--- src/rtl/rx_sb_multistep_responder.sv ---
// ---------------------------------------------------------------------------
// rx_sb_multistep_responder
//
// RX-side sideband responder for multi-step LTSM training states. It waits
// for NUM_STEPS partner requests in order (step k request = REQ_BASE+2k) and
// answers each one with its paired response (REQ_BASE+2k+1) over the shared
// SB encoder. The response waits while the SB is busy or the TX sequencer owns
// the bus. Completion is flagged on o_seq_done. A stalled partner raises
// o_timeout after TIMEOUT_CYCLES cycles; TIMEOUT_CYCLES=0 disables the timeout.
//
// Ports:
//   i_clk, i_rst_n        clock, asynchronous active-low reset
//   i_en                  enable from LTSM; low returns the block to IDLE
//   i_msg_valid           strobe: i_decoded_SB_msg holds a new message
//   i_decoded_SB_msg      decoded partner message code
//   i_SB_Busy             SB is serialising a message
//   i_falling_edge_busy   pulse when SB finishes sending
//   i_tx_valid            TX sequencer currently drives the SB request
//   o_encoded_SB_msg_rx   response code to the SB encoder
//   o_valid_rx            response request to the SB
//   o_step                step currently awaited or being answered
//   o_seq_done            all steps answered
//   o_timeout             sequence timed out
// ---------------------------------------------------------------------------
module rx_sb_multistep_responder #(
    parameter int SB_MSG_WIDTH   = 4,
    parameter int NUM_STEPS      = 2,
    parameter int REQ_BASE       = 1,
    parameter int TIMEOUT_CYCLES = 8000
) (
    input  logic                    i_clk,
    input  logic                    i_rst_n,
    input  logic                    i_en,
    input  logic                    i_msg_valid,
    input  logic [SB_MSG_WIDTH-1:0] i_decoded_SB_msg,
    input  logic                    i_SB_Busy,
    input  logic                    i_falling_edge_busy,
    input  logic                    i_tx_valid,
    output logic [SB_MSG_WIDTH-1:0] o_encoded_SB_msg_rx,
    output logic                    o_valid_rx,
    output logic [2:0]              o_step,
    output logic                    o_seq_done,
    output logic                    o_timeout
);

    localparam logic [2:0] ST_IDLE      = 3'd0;
    localparam logic [2:0] ST_WAIT_REQ  = 3'd1;
    localparam logic [2:0] ST_SEND_RESP = 3'd2;
    localparam logic [2:0] ST_DONE      = 3'd3;
    localparam logic [2:0] ST_ERROR     = 3'd4;

    localparam logic [2:0]  LAST_STEP = 3'(NUM_STEPS - 1);
    localparam bit          TO_EN     = (TIMEOUT_CYCLES != 0);
    localparam logic [31:0] TO_LAST   = 32'(TIMEOUT_CYCLES - 1);

    logic [2:0]              state_r;
    logic [2:0]              state_nxt_s;
    logic [2:0]              step_r;
    logic [SB_MSG_WIDTH-1:0] msg_r;
    logic                    valid_r;
    logic                    prev_valid_r;
    logic                    pending_r;
    logic                    done_r;
    logic                    timeout_r;
    logic [31:0]             cnt_r;

    logic [SB_MSG_WIDTH-1:0] req_code_s;
    logic [SB_MSG_WIDTH-1:0] resp_code_s;
    logic                    req_hit_s;
    logic                    bus_free_s;
    logic                    fe_valid_s;
    logic                    active_s;
    logic                    timeout_hit_s;

    // Expected request/response codes for the current step and bus qualifiers.
    always_comb begin
        req_code_s  = SB_MSG_WIDTH'(REQ_BASE) + SB_MSG_WIDTH'({step_r, 1'b0});
        resp_code_s = req_code_s + SB_MSG_WIDTH'(1);
        req_hit_s   = i_msg_valid && (i_decoded_SB_msg == req_code_s);
        bus_free_s  = ~i_SB_Busy & ~i_tx_valid;
        // The response has left the SB once our own valid has dropped.
        fe_valid_s  = prev_valid_r & ~valid_r;
        active_s    = (state_r == ST_WAIT_REQ) || (state_r == ST_SEND_RESP);
    end

    // Next-state decode of the sequencing FSM (timeout handled separately).
    always_comb begin
        state_nxt_s = state_r;
        case (state_r)
            ST_IDLE: begin
                if (i_en) state_nxt_s = ST_WAIT_REQ;
                else      state_nxt_s = ST_IDLE;
            end
            ST_WAIT_REQ: begin
                if (req_hit_s) state_nxt_s = ST_SEND_RESP;
                else           state_nxt_s = ST_WAIT_REQ;
            end
            ST_SEND_RESP: begin
                if (fe_valid_s && (step_r == LAST_STEP)) state_nxt_s = ST_DONE;
                else if (fe_valid_s)                     state_nxt_s = ST_WAIT_REQ;
                else                                     state_nxt_s = ST_SEND_RESP;
            end
            ST_DONE:  state_nxt_s = ST_DONE;
            ST_ERROR: state_nxt_s = ST_ERROR;
            default:  state_nxt_s = ST_IDLE;
        endcase
    end

    // Timeout fires on the last allowed cycle unless completion lands on the same edge.
    always_comb begin
        if (TO_EN && active_s && (cnt_r == TO_LAST) && (state_nxt_s != ST_DONE)) begin
            timeout_hit_s = 1'b1;
        end else begin
            timeout_hit_s = 1'b0;
        end
    end

    // Sequencing state, step counter, response handshake and timeout counter.
    always_ff @(posedge i_clk or negedge i_rst_n) begin
        if (!i_rst_n) begin
            state_r      <= ST_IDLE;
            step_r       <= 3'd0;
            msg_r        <= '0;
            valid_r      <= 1'b0;
            prev_valid_r <= 1'b0;
            pending_r    <= 1'b0;
            done_r       <= 1'b0;
            timeout_r    <= 1'b0;
            cnt_r        <= 32'd0;
        end else if (!i_en) begin
            state_r      <= ST_IDLE;
            step_r       <= 3'd0;
            msg_r        <= '0;
            valid_r      <= 1'b0;
            prev_valid_r <= 1'b0;
            pending_r    <= 1'b0;
            done_r       <= 1'b0;
            timeout_r    <= 1'b0;
            cnt_r        <= 32'd0;
        end else if (timeout_hit_s) begin
            state_r      <= ST_ERROR;
            timeout_r    <= 1'b1;
            valid_r      <= 1'b0;
            pending_r    <= 1'b0;
            prev_valid_r <= valid_r;
        end else begin
            state_r      <= state_nxt_s;
            prev_valid_r <= valid_r;

            if (TO_EN && active_s) begin
                cnt_r <= cnt_r + 32'd1;
            end else begin
                cnt_r <= cnt_r;
            end

            if ((state_r == ST_SEND_RESP) && fe_valid_s && (step_r != LAST_STEP)) begin
                step_r <= step_r + 3'd1;
            end else begin
                step_r <= step_r;
            end

            if ((state_r == ST_SEND_RESP) && (state_nxt_s == ST_DONE)) begin
                done_r <= 1'b1;
            end else begin
                done_r <= done_r;
            end

            // A busy falling edge always wins over a simultaneous valid set;
            // a blocked set stays pending and retries on a later edge.
            if ((state_r == ST_WAIT_REQ) && req_hit_s) begin
                msg_r <= resp_code_s;
                if (bus_free_s && !i_falling_edge_busy) begin
                    valid_r   <= 1'b1;
                    pending_r <= 1'b0;
                end else begin
                    valid_r   <= 1'b0;
                    pending_r <= 1'b1;
                end
            end else if (pending_r) begin
                if (i_falling_edge_busy) begin
                    valid_r <= 1'b0;
                end else if (bus_free_s) begin
                    valid_r   <= 1'b1;
                    pending_r <= 1'b0;
                end else begin
                    valid_r <= valid_r;
                end
            end else if (i_falling_edge_busy) begin
                valid_r <= 1'b0;
            end else begin
                valid_r <= valid_r;
            end
        end
    end

    assign o_encoded_SB_msg_rx = msg_r;
    assign o_valid_rx          = valid_r;
    assign o_step              = step_r;
    assign o_seq_done          = done_r;
    assign o_timeout           = timeout_r;

endmodule
--- config.mk ---
export PLATFORM = sky130hd
export DESIGN_NAME = rx_sb_multistep_responder
export DESIGN_NICKNAME = d
export VERILOG_FILES = /design/src/rtl/rx_sb_multistep_responder.sv
export SDC_FILE = /design/constraint.sdc
export NUM_CORES = 1
export LEC_CHECK = 0
export ABC_AREA = 1
export ABC_CLOCK_PERIOD_IN_PS = 1750
export BUFFER_PORTS_ARGS = -buffer_cell sky130_fd_sc_hd__buf_2
export CAP_MARGIN = 20
export CORE_MARGIN = 1
export CORE_UTILIZATION = 40
export DETAILED_ROUTE_END_ITERATION = 8
export SLEW_MARGIN = 20
export SYNTH_ARGS = -nofsm -noshare
export SYNTH_HDL_FRONTEND = slang
export SYNTH_SLANG_ARGS = --single-unit
--- constraint.sdc ---
create_clock -name i_clk -period 1.75 [get_ports i_clk]
set_input_delay 0.0875 -clock i_clk [delete_from_list [all_inputs] [get_ports i_clk]]
set_output_delay 0.0875 -clock i_clk [all_outputs]
set_load 0.01 [all_outputs]
# Word-level counts from Yosys, hierarchy flattened
# Cells that the tools add are included.
# classes
n_reduce_logical,17
bitwise_logic,5
muxes,38
eq_ne,18
addsub,4
# op_table
op,count
32-bit 2-to-1 mux,3
32-bit by 1-bit adder with 32-bit output (second input constant),1
32-bit by 13-bit equality test with 1-bit output (second input constant),1
1-bit 2-to-1 mux,23
3-bit 2-to-1 mux,5
3-bit case mux with 5 select lines,1
4-bit 2-to-1 mux,3
2-bit by 1-bit inequality test with 1-bit output (second input constant),5
5-bit by 1-bit inequality test with 1-bit output (second input constant),2
2-bit AND reduction,5
3-bit by 2-bit equality test with 1-bit output (second input constant),3
1-bit logical AND,9
3-bit by 1-bit equality test with 1-bit output (second input constant),2
2-bit 2-to-1 mux,3
1-bit by 4-bit adder with 4-bit output (first input constant),1
4-bit by 1-bit adder with 4-bit output (second input constant),1
4-bit equality test,1
3-bit by 1-bit adder with 3-bit output (second input constant),1
3-bit equality test (second input constant),1
3-bit logical NOT,1
3-bit by 1-bit inequality test with 1-bit output (second input constant),1
3-bit by 2-bit inequality test with 1-bit output (second input constant),1
1-bit NOT,3
1-bit bitwise AND,2
3 further kinds,3
# totals
regBits,47
output_inout_bits,10
in_bits,11
word_cells,91

# Depth between registers and ports, before layout
# Gate-level depths: netlist (run 1).
# logic_depth
ltp_word,10
ltp_mapped,13
mapped_depth_nobuf,12

# Worst setup path before layout (run 1)
# No wires, ideal clock.
# synth_timing
path_type,register -> register
from,register cnt_r[0]
to,register cnt_r[30]
stages_incl_launch_ff,13
slack_ns,-0.034
n_path_buf,2
period_less_slack_ns,1.784
arrival_time_ns,1.667
setup_ns,0.117
required_ns,1.633
path_cell_list,dfrtp_1 -> ha_1 -> nand3_4 -> nor2_4 -> nand2_1 -> inv_1 -> nand2_1 -> nor2_2 -> nand3_2 -> buf_6 -> buf_6 -> nand3_1 -> nand2_1
# synth_via
elab_chain_len,6
elab_cells_between_ends,10
classes_between,add/sub: 1; eq/ne: 2; mux: 4; reduce/logical: 3
# synth_lines
item,line_no,text
from (decl),65,logic [31:0] cnt_r;
from (signal assigned),151,cnt_r <= cnt_r + 32'd1;
from (signal assigned),153,cnt_r <= cnt_r;
"parallel branches: the longest is 6 deep, another holds 32-bit by 1-bit adder with 32-bit output",--,
# Parallel ways; which one is timed is not known. The select of a mux whose other input is x is not followed.
# A chain may end at the register's enable or synchronous reset.

# Worst setup path in the final report (run 1)
# layout_timing
from,"register step_r[1], in the netlist o_step[1]"
to,register cnt_r[11]
# layout_via
elab_chain_len,10
elab_cells_between_ends,13
classes_between,add/sub: 1; eq/ne: 4; mux: 4; reduce/logical: 4
# layout_lines
item,line_no,text
from (decl),58,logic [2:0] step_r;
from (signal assigned),157,step_r <= step_r + 3'd1;
from (signal assigned),159,step_r <= step_r;
1-bit by 4-bit adder with 4-bit output,77,"req_code_s = SB_MSG_WIDTH'(REQ_BASE) + SB_MSG_WIDTH'({step_r, 1'b0});"
4-bit equality test,79,req_hit_s = i_msg_valid && (i_decoded_SB_msg == req_code_s);
1-bit logical AND,79,
2-bit 2-to-1 mux,95,if (req_hit_s) state_nxt_s = ST_SEND_RESP;
3-bit case mux with 5 select lines *,89,case (state_r)
3-bit by 2-bit inequality test with 1-bit output *,111,if (TO_EN && active_s && (cnt_r == TO_LAST) && (state_nxt_s != ST_DONE)) begin
1-bit logical AND *,111,
1-bit 2-to-1 mux *,111,
2-bit inequality test (no line) *,--,
2-bit AND reduction (no line) *,--,
# Mark *: on every way between the ends. The rest lies on a longest branch, timed or not.

==> results.toml, run 1 <==
[yosys]
synth_seq_cells = 46
synth_nets = 529
ys_types = 26
syn-cell-area_mm2 = 0.003206
synth-seq-area-share_pct = 35.91
syn-instance-count = 515
syn_avg_cell_area_um2 = 6.224
ys.warnings.count = 0

[power_and_ir_drop]
seq_power_share_pct = 53.1
switchingPower_uw = 553.7
peakVddDrop_mv = 0.3348
clkPwrFrac_pct = 34.6
p_comb_share_pct = 12.4
p_sw_share_pct = 27.15
p_int_mw = 1.486
power.density_mw_per_mm2 = 502.7
p_total_mw = 2.039
leakage_nw = 2.061

[timing]
clock.fmax_ghz = 0.5627
tns_ns = -0.2986
tightest_slew_ns = 0.5422
slew_headroom_pct = 63.85
finalSetupViolCount = 22
finalCritPeriodShare_pct = 101.6
holdWs_ns = 0.02164
final_max_slew_viol_count = 0
clock_skew_ns = 0.007234
final_hold_viol_count = 0
period_needed_ns = 1.777
rsz0062_at_grt = "yes"
setup_slack_ns = -0.02715

[critical_path]
r2r_cells = 12
crit_type = "flip-flop to flip-flop"
cp-start-kind = "flip-flop"
critPathMaxFanout = 8
critical_path_arrival_ns = 2.02
crit_path_max_incr_delay_ns = 0.39
crit_top_cell = "nand2_1"
cpLargestDelayFamily = "simple AND/OR/NAND/NOR gates"
reg2reg_slack_ns = -0.03
crit_required_ns = 1.99
critPathBufInv = 3
r2r-end = "cnt_r[11]"
reg2reg_from = "o_step[1]"
critPathSlowestCell = "dfrtp_1"
worstPathCellList = "inv_1 > ha_2 > inv_2 > o21ai_1 > o21bai_1 > nand2_1 > nand2_2 > nand3_4 > nand2_8 > clkbuf_16 > nand2_1 > nand2_1"
worstSetupEndpointType = "flip-flop"

[layout]
synthToLayoutAreaGrowth_pct = 26.54
fill_cells = 767
seq_area_mm2 = 0.001154
final_area_mm2 = 0.004056
final_net_count = 593
multi_input_area_mm2 = 0.001919
num_antenna_cells = 0
instances_no_fill = 682
layout-drive-gt1-share_pct = 21.03

[hold_path]
hold_class = "input port to flip-flop"
hp-start = "i_falling_edge_busy"
min_path_cells = 4
whs_endpoint = "o_valid_rx"

[floorplanning]
rows = 32
die_area_mm2 = 0.008376
io_pins = 21
die_w_um = 91.52
initial_core_util_pct = 41.48
die_h_um = 91.52
coreArea_mm2 = 0.007727

[routing]
wl_um = 8556
drt-wirelength-per-cell_um = 12.55
route.detailed.drc = 0
vias_per_cell = 4.853
postRouteAntennaNets = 0
vias = 3310
drt-pass1-iter-count = 5
drt_iter0_drc = 218

[cts]
cts.path.max_buffers = 2
clk_latency_ns = 0.30
root_buffer = "clkbuf_8"
cts_tree = "yes"
clk_pin_slew_worst_paths_ns = 0.09
numCtsBuffers = 5
htree_num_levels = 2
clock-sinks = 46

[placed_design]
finalWeightedCongestion = 0.9178
io_buffers = 19
placed_area_mm2 = 0.003676
placed_cells = 662
hpwlAfterDp_um = 6163

[global_route]
grt_max_degree = 32
overflow = 0
grt_pass1_wl_um = 14130
gr-usage-all-layers_pct = 21.19
antenna_found_initial = 0
grt_pass1_vias = 2941

[run_status]
status = "finished, violations left"
violations = "setup timing"

[flow_run]
cap_viol_max_count = 0
==> cells by family (layout without fill, tap and decap cells) <==
family                   after synthesis  count (layout)  share of synthesized area (%)
AO/OA/AOI/OAI                         10              10                          1.796
XOR/XNOR                              16              16                          4.372
adder cells (fa/ha/maj)                3               3                          1.171
buffers and inverters                 62             127                          8.626
flip-flops                            46              46                          35.91
other                                  1               1                         0.1170
AND/OR/NAND/NOR                      377             377                          48.01
==> worst max path at each step <==
stage | to | from | depth (start not counted) | slack (ns)
after floorplan | cnt_r[30] | cnt_r[0] | 12 | 0.006
after global placement | o_step[0] | o_step[2] | 12 | 0.06
after detailed placement | o_step[0] | o_step[2] | 12 | 0.02
after CTS | o_step[1] | o_step[0] | 11 | 0.007
after global routing | cnt_r[11] | o_step[1] | 12 | -0.13
final | cnt_r[11] | o_step[1] | 12 | -0.03
==> power groups by stage <==
stage | Sequential (mW) | Clock [mW] | Combinational (mW)
global route | 1.08 | 0.764 | 0.278
CTS | 1.08 | 0.731 | 0.203
finish | 1.08 | 0.705 | 0.252
floorplan | 1.10 | 0 | 0.106
detailed placement | 1.10 | 0 | 0.200
global placement | 1.10 | 0 | 0.201
==> registers in the layout (all words and copies together), names as in the netlist <==
signal and count:
cnt_r 32, o_encoded_SB_msg_rx 3, o_seq_done 1, o_step 3
o_timeout 1, o_valid_rx 1, pending_r 1, prev_valid_r 1
state_r 3
==> through the flow <==
stage               utilization [%]  setup slack [ns]
global route                  52.49           -0.1308
detailed placement            47.57           0.01842
finish                        52.49          -0.02715
CTS                           48.95          0.006587
floorplan                         -          0.006385
global placement              47.57           0.06358
==> metal layers <==
metal  vias up  global-route usage [%]  wire, um
li1       1707                       -         -
met1      1518                   29.56      4107
met2        74                   34.65      4007
met3        11                   3.099       342
met4         0                   4.630        99
met5         -                       0         0
==> area by class of cell <==
type | instances | area share [%]
clock inverter | 2 | 0.3085
tap | 102 | 3.146
sequential | 46 | 28.44
timing repair buffer | 72 | 14.40
clock buffer | 6 | 2.036
inverter | 47 | 4.349
multi-input combinational | 407 | 47.32
==> Yosys cell counts (all sizes together) <==
master	n	area [um^2]
nand2	217	817.0
nor2	95	369.1
nand3	54	287.8
inv	47	176.4
dfrtp	46	1151
buf	8	73.82
xnor2	8	70.07
xor2	8	70.07
clkbuf	7	26.28
nand4	6	37.54
a21oi	4	20.02
nor3	4	20.02
ha	3	37.54
o21ai	3	15.01
conb	1	3.750
nand3b	1	7.510
o21a	1	7.510
o21bai	1	7.510
o31ai	1	7.510
==> worst register-to-register path, delay by kind of cell (launching register included) <==
| kind | cells | cell delay, ns |
|---|---|---|
| buf+inv | 3 | 0.28 |
| flops | 1 | 0.39 |
| fa+ha+maj | 1 | 0.18 |
| compound gates | 2 | 0.26 |
| simple gates | 6 | 0.61 |
==> repair_timing <==
item                                    4_1_cts  5_1_grt
hold buffers                                  1        0
pin swaps                                     0       14
hold endpoints to repair                     21        0
endpoints found under the setup margin        4       38
gates cloned                                  0        2
buffers inserted                              0        9
resized for setup                             1       49
==> cells in the final DEF, fill, tap and decap left out, drive strengths merged <==
cell,count
clkbuf,8
clkinv,1
inv,47
nand4,6
xnor2,8
nor3,4
a21oi,4
nand2,217
xor2,8
o31ai,1
nand3,54
ha,3
o21a,1
conb,1
nor2,95
nand3b,1
dfrtp,46
dlygate4sd3,1
buf,69
clkinvlp,1
o21ai,3
o21bai,1
Note: power is estimated with default switching activity, not from simulation.
==> run 2: changes to the inputs <==
Settings changed: HOLD_SLACK_MARGIN set to 0.06, SETUP_SLACK_MARGIN set to 0.15.
==> run 2 against run 1 <==
The run now ends clean; global-route usage is 1.9 points higher; cell count is 0.88% lower; register-to-register slack better by 0.04 ns; via count is 1.8% higher; die area stayed put; clock power is 3.1% higher; critical path type unchanged; sequential cell count stayed put; routed wire length is 8.8% higher; sequential power hardly changed; power is 1.6% higher; worst setup slack better by 0.044 ns.
==> results.toml, run 2 (synthesis gave the netlist of run 1 again) <==
[cts]
cts_tree = "yes"
clk_latency_ns = 0.32
cts.path.max_buffers = 2
clk_pin_slew_worst_paths_ns = 0.10
htree_num_levels = 2
numCtsBuffers = 5
clock-sinks = 46
root_buffer = "clkbuf_8"

[critical_path]
crit_path_max_incr_delay_ns = 0.44
critPathMaxFanout = 8
cp-start-kind = "flip-flop"
crit_required_ns = 2.00
critical_path_arrival_ns = 1.98
critPathSlowestCell = "dfrtp_1"
reg2reg_slack_ns = 0.02
worstSetupEndpointType = "flip-flop"
worstPathCellList = "ha_2 > inv_2 > o21ai_2 > o21bai_1 > nand2_1 > nand2_2 > nand3_4 > nand2_8 > clkbuf_16 > nand2_2 > nand2_1"
crit_type = "flip-flop to flip-flop"

[routing]
wl_um = 9307
drt-wirelength-per-cell_um = 13.77
vias = 3370
drt-pass1-iter-count = 4
vias_per_cell = 4.985
postRouteAntennaNets = 0
drt_iter0_drc = 230
route.detailed.drc = 0

[global_route]
grt_pass1_vias = 3220
overflow = 0
grt_max_degree = 32
gr-usage-all-layers_pct = 23.11
grt_pass1_wl_um = 15260
antenna_found_initial = 0

[placed_design]
io_buffers = 19
hpwlAfterDp_um = 6608
placed_cells = 661
finalWeightedCongestion = 0.9470

[timing]
finalCritPeriodShare_pct = 99.03
finalSetupViolCount = 0
holdWs_ns = 0.09771
final_hold_viol_count = 0
period_needed_ns = 1.733
rsz0062_at_grt = "yes"
clock_skew_ns = 0.01368
final_max_slew_viol_count = 0
clock.fmax_ghz = 0.5770

[run_status]
status = "completed"

[floorplanning]
initial_core_util_pct = 41.48
rows = 32
die_area_mm2 = 0.008376
die_w_um = 91.52
io_pins = 21
die_h_um = 91.52
coreArea_mm2 = 0.007727

[layout]
final_net_count = 587
final_common_cell = "nand2_1"
num_antenna_cells = 0
instances_no_fill = 676
final_core_util_pct = 52.75
synthToLayoutAreaGrowth_pct = 27.17
regMostFlops = "cnt_r"
final_cell_mix = "184 x nand2_1, 87 x nor2_1, 51 x nand3_1, 44 x inv_1, 41 x dfrtp_1"
layout-drive-gt1-share_pct = 22.47
largest_reg_flops = 32

[power_and_ir_drop]
power.density_mw_per_mm2 = 508.1
peakVddDrop_mv = 0.3136
leakage_nw = 2.083

[flow_run]
cap_viol_max_count = 0

[hold_path]
hold_class = "input port to flip-flop"
[run 2: power breakdown]
group / total [mW] / switching (mW) / leakage [nW] / internal [mW]
Sequential: 1.08 / 0.0121 / 0.632 / 1.07
Clock: 0.727 / 0.437 / 0.0447 / 0.290
Combinational: 0.261 / 0.164 / 1.41 / 0.0969
Total: 2.07 / 0.613 / 2.08 / 1.46
[run 2: path summary, 6_finish.rpt]
path / startpoint / endpoint / depth (start not counted)
worst min register to register: o_encoded_SB_msg_rx[3] / o_encoded_SB_msg_rx[3] / 2
worst min-delay path: i_SB_Busy / pending_r / 5
max in group asynchronous: i_rst_n / cnt_r[2] / 3
worst max register to register: o_step[0] / cnt_r[10] / 11
min in group asynchronous: i_rst_n / cnt_r[22] / 2
worst max-delay path: o_step[0] / cnt_r[10] / 11
[run 2: metal layers]
layer	up-vias	global-route usage (%)	part of all wire [%]
met5	-	0	0
met4	0	7.275	1.7
met3	12	3.518	4.9
met2	79	38.78	48
met1	1578	30.42	46
li1	1701	-	-
[run 2: layout make-up]
class / instances / area [um^2]
Tap cell: 102 / 127.6
Sequential cell: 46 / 1157
Inverter: 47 / 176.4
Clock buffer: 5 / 68.82
Clock inverter: 3 / 25.02
Fill cell: 790 / 3651
Timing Repair Buffer: 66 / 541.8
Multi-Input combinational cell: 407 / 1979
[run 2: metrics by stage]
step                      power (mW)  setup slack [ns]  instance area, um^2  TNS [ns]
after detailed placement       1.307          -0.03046                 3679   -0.1798
after floorplan                1.212           0.05529                 3221         0
after CTS                      2.038           0.04118                 3846         0
final                          2.071           0.01692                 4076         0
after global placement         1.303           0.02988                 3679         0
after global routing           2.145          -0.09565                 4076    -2.646
[run 2: repair_timing]
action                     in CTS  in global routing
cloned                          0                  2
gates resized for setup        10                 59
setup endpoints to repair      41                 45
buffers inserted                2                  1
hold buffers                    2                  0
hold endpoints to repair       19                  0
pin swaps                       1                  8
[run 2: worst max-delay path, delay by kind of cell, from the launching register on]
kind	cells	cell delay [ns]
adder cells (fa/ha/maj)	1	0.20
AND/OR/NAND/NOR	6	0.56
flip-flops	1	0.44
buffers and inverters	2	0.25
AO/OA/AOI/OAI	2	0.21
==> run 3: changes to the inputs <==
==> constraint.sdc (replaced) <==
create_clock -name i_clk -period 1.75 [get_ports i_clk]
set_input_delay 0.35 -clock i_clk [delete_from_list [all_inputs] [get_ports i_clk]]
set_output_delay 0.35 -clock i_clk [all_outputs]
set_load 0.01 [all_outputs]
==> run 3 against run 2 <==
Final area is 0.64% higher; non-clock buffer count is 5 higher; clock skew is 0.0059 ns lower; maximum frequency is 0.69% lower; combinational power is 2% lower; clock-buffer cell count is 1 higher; critical endpoint is now cnt_r[13].
==> results.toml, run 3 (synthesis gave the netlist of run 1 again) <==
[run_status]
status = "completed"

[routing]
drt-wirelength-per-cell_um = 13.46
postRouteAntennaNets = 0
route.detailed.drc = 0
drt_iter0_drc = 193
wl_um = 9168
drt-pass1-iter-count = 4
vias = 3338
vias_per_cell = 4.902

[timing]
final_hold_viol_count = 0
clock_skew_ns = 0.007733
setup_slack_ns = 0.004860
finalSetupViolCount = 0
final_max_slew_viol_count = 0
clock.fmax_ghz = 0.5730
rsz0062_at_grt = "yes"
finalCritPeriodShare_pct = 99.72
period_needed_ns = 1.745

[layout]
largest_reg_flops = 32
instances_no_fill = 681
final_net_count = 592
layout-drive-gt1-share_pct = 21.93
num_antenna_cells = 0
final_core_util_pct = 53.09
synthToLayoutAreaGrowth_pct = 27.99
fill_cells = 776
final_area_mm2 = 0.004103
regMostFlops = "cnt_r"
final_common_cell = "nand2_1"
final_cell_mix = "190 x nand2_1, 83 x nor2_1, 50 x nand3_1, 46 x inv_1, 44 x dfrtp_1"

[critical_path]
cp-start-kind = "flip-flop"
crit_type = "flip-flop to flip-flop"
cp.depth = 12
worstSetupEndpointType = "flip-flop"
worstPathCellList = "inv_1 > ha_2 > inv_2 > o21ai_1 > o21bai_1 > nand2_1 > nand2_2 > nand3_4 > nand2_8 > clkbuf_16 > nand2_2 > nand2_1"
crit_path_max_incr_delay_ns = 0.40
critical_path_arrival_ns = 1.99
critPathSlowestCell = "dfrtp_1"
r2r_cells = 12
critPathMaxFanout = 8
crit_required_ns = 1.99
critPathBufInv = 3
reg2reg_slack_ns = 0.005
cpLargestDelayFamily = "simple AND/OR/NAND/NOR gates"

[global_route]
overflow = 0
grt_pass1_wl_um = 14970
gr-usage-all-layers_pct = 22.74
grt_max_degree = 32
grt_pass1_vias = 3178
antenna_found_initial = 0

[placed_design]
placed_area_mm2 = 0.003686
hpwlAfterDp_um = 6524
finalWeightedCongestion = 0.8916
io_buffers = 19
post-place-ws_ns = 0.01878
placed_cells = 662

[flow_run]
cap_viol_max_count = 0

[cts]
root_buffer = "clkbuf_8"
clock-sinks = 46
cts_tree = "yes"
numCtsBuffers = 5
clk_pin_slew_worst_paths_ns = 0.10
htree_num_levels = 2
clk_latency_ns = 0.30
cts.path.max_buffers = 2

[floorplanning]
die_w_um = 91.52
coreArea_mm2 = 0.007727
die_area_mm2 = 0.008376
initial_core_util_pct = 41.48
io_pins = 21
rows = 32
die_h_um = 91.52

[power_and_ir_drop]
leakage_nw = 2.109
peakVddDrop_mv = 0.4820
power.density_mw_per_mm2 = 492.2
p_total_mw = 2.019

[hold_path]
min_path_cells = 4
hold_class = "input port to flip-flop"
==> run 3: cell count changes in the layout (fill, tap and decap cells not counted), moves of 2 or more <==
cell	delta
dfrtp_2	-3
dfrtp_1	+3
nor2_1	-4
nand2_1	+6
buf_4	+3
inv_2	-2
nor2_2	+4
buf_6	+3
inv_1	+2
nand2_2	-5
==> run 3: layout make-up <==
class	count	area, um^2	area share [%]
multi-input cells	407	1971	48.03
inverters	47	176.4	4.300
flip-flops and latches	46	1154	28.12
repair buffers	71	588.1	14.33
clock inverters	2	13.76	0.3355
well taps	102	127.6	3.111
clock buffers	6	72.57	1.769
==> run 3: what timing repair did <==
action                                  4_1_cts  5_1_grt
gates cloned                                  0        2
endpoints found under the setup margin       40       44
gates resized for setup                      17       47
setup buffers                                 3        5
endpoints found under the hold margin        18        0
pin swaps                                     1        7
hold buffers                                  1        0
==> run 3: final timing paths <==
check	startpoint	end
min	i_falling_edge_busy	o_valid_rx
min in group asynchronous	i_rst_n	cnt_r[23]
max	o_step[1]	cnt_r[13]
max reg2reg	o_step[1]	cnt_r[13]
min reg2reg	o_encoded_SB_msg_rx[3]	o_encoded_SB_msg_rx[3]
max in group asynchronous	i_rst_n	cnt_r[3]
==> run 3: per-stage QoR <==
step / TNS (ns) / hold slack, ns
detailed placement: 0 / 0.3435
finish: 0 / 0.2809
global placement: 0 / 0.3380
floorplan: 0 / 0.05441
global route: -1.724 / 0.3137
CTS: 0 / 0.2751
==> run 3: routing by layer <==
| layer | share of wire (%) | track usage [%] | vias up |
|---|---|---|---|
| li1 | - | - | 1710 |
| met1 | 45 | 29.94 | 1539 |
| met2 | 48 | 37.91 | 75 |
| met3 | 5.3 | 4.355 | 14 |
| met4 | 1.6 | 6.349 | 0 |
| met5 | 0 | 0 | - |
==> run 3: where the power goes <==
part           switching [mW]  internal (mW)  leakage, nW
registers              0.0110           1.07        0.637
clock network           0.398          0.283       0.0452
logic                   0.160         0.0950         1.43
==> run 3: worst min-delay path: stages <==
cell	delay, ns
buf_2	0.07
inv_1	0.04
nand2_1	0.05
nor2_1	0.04
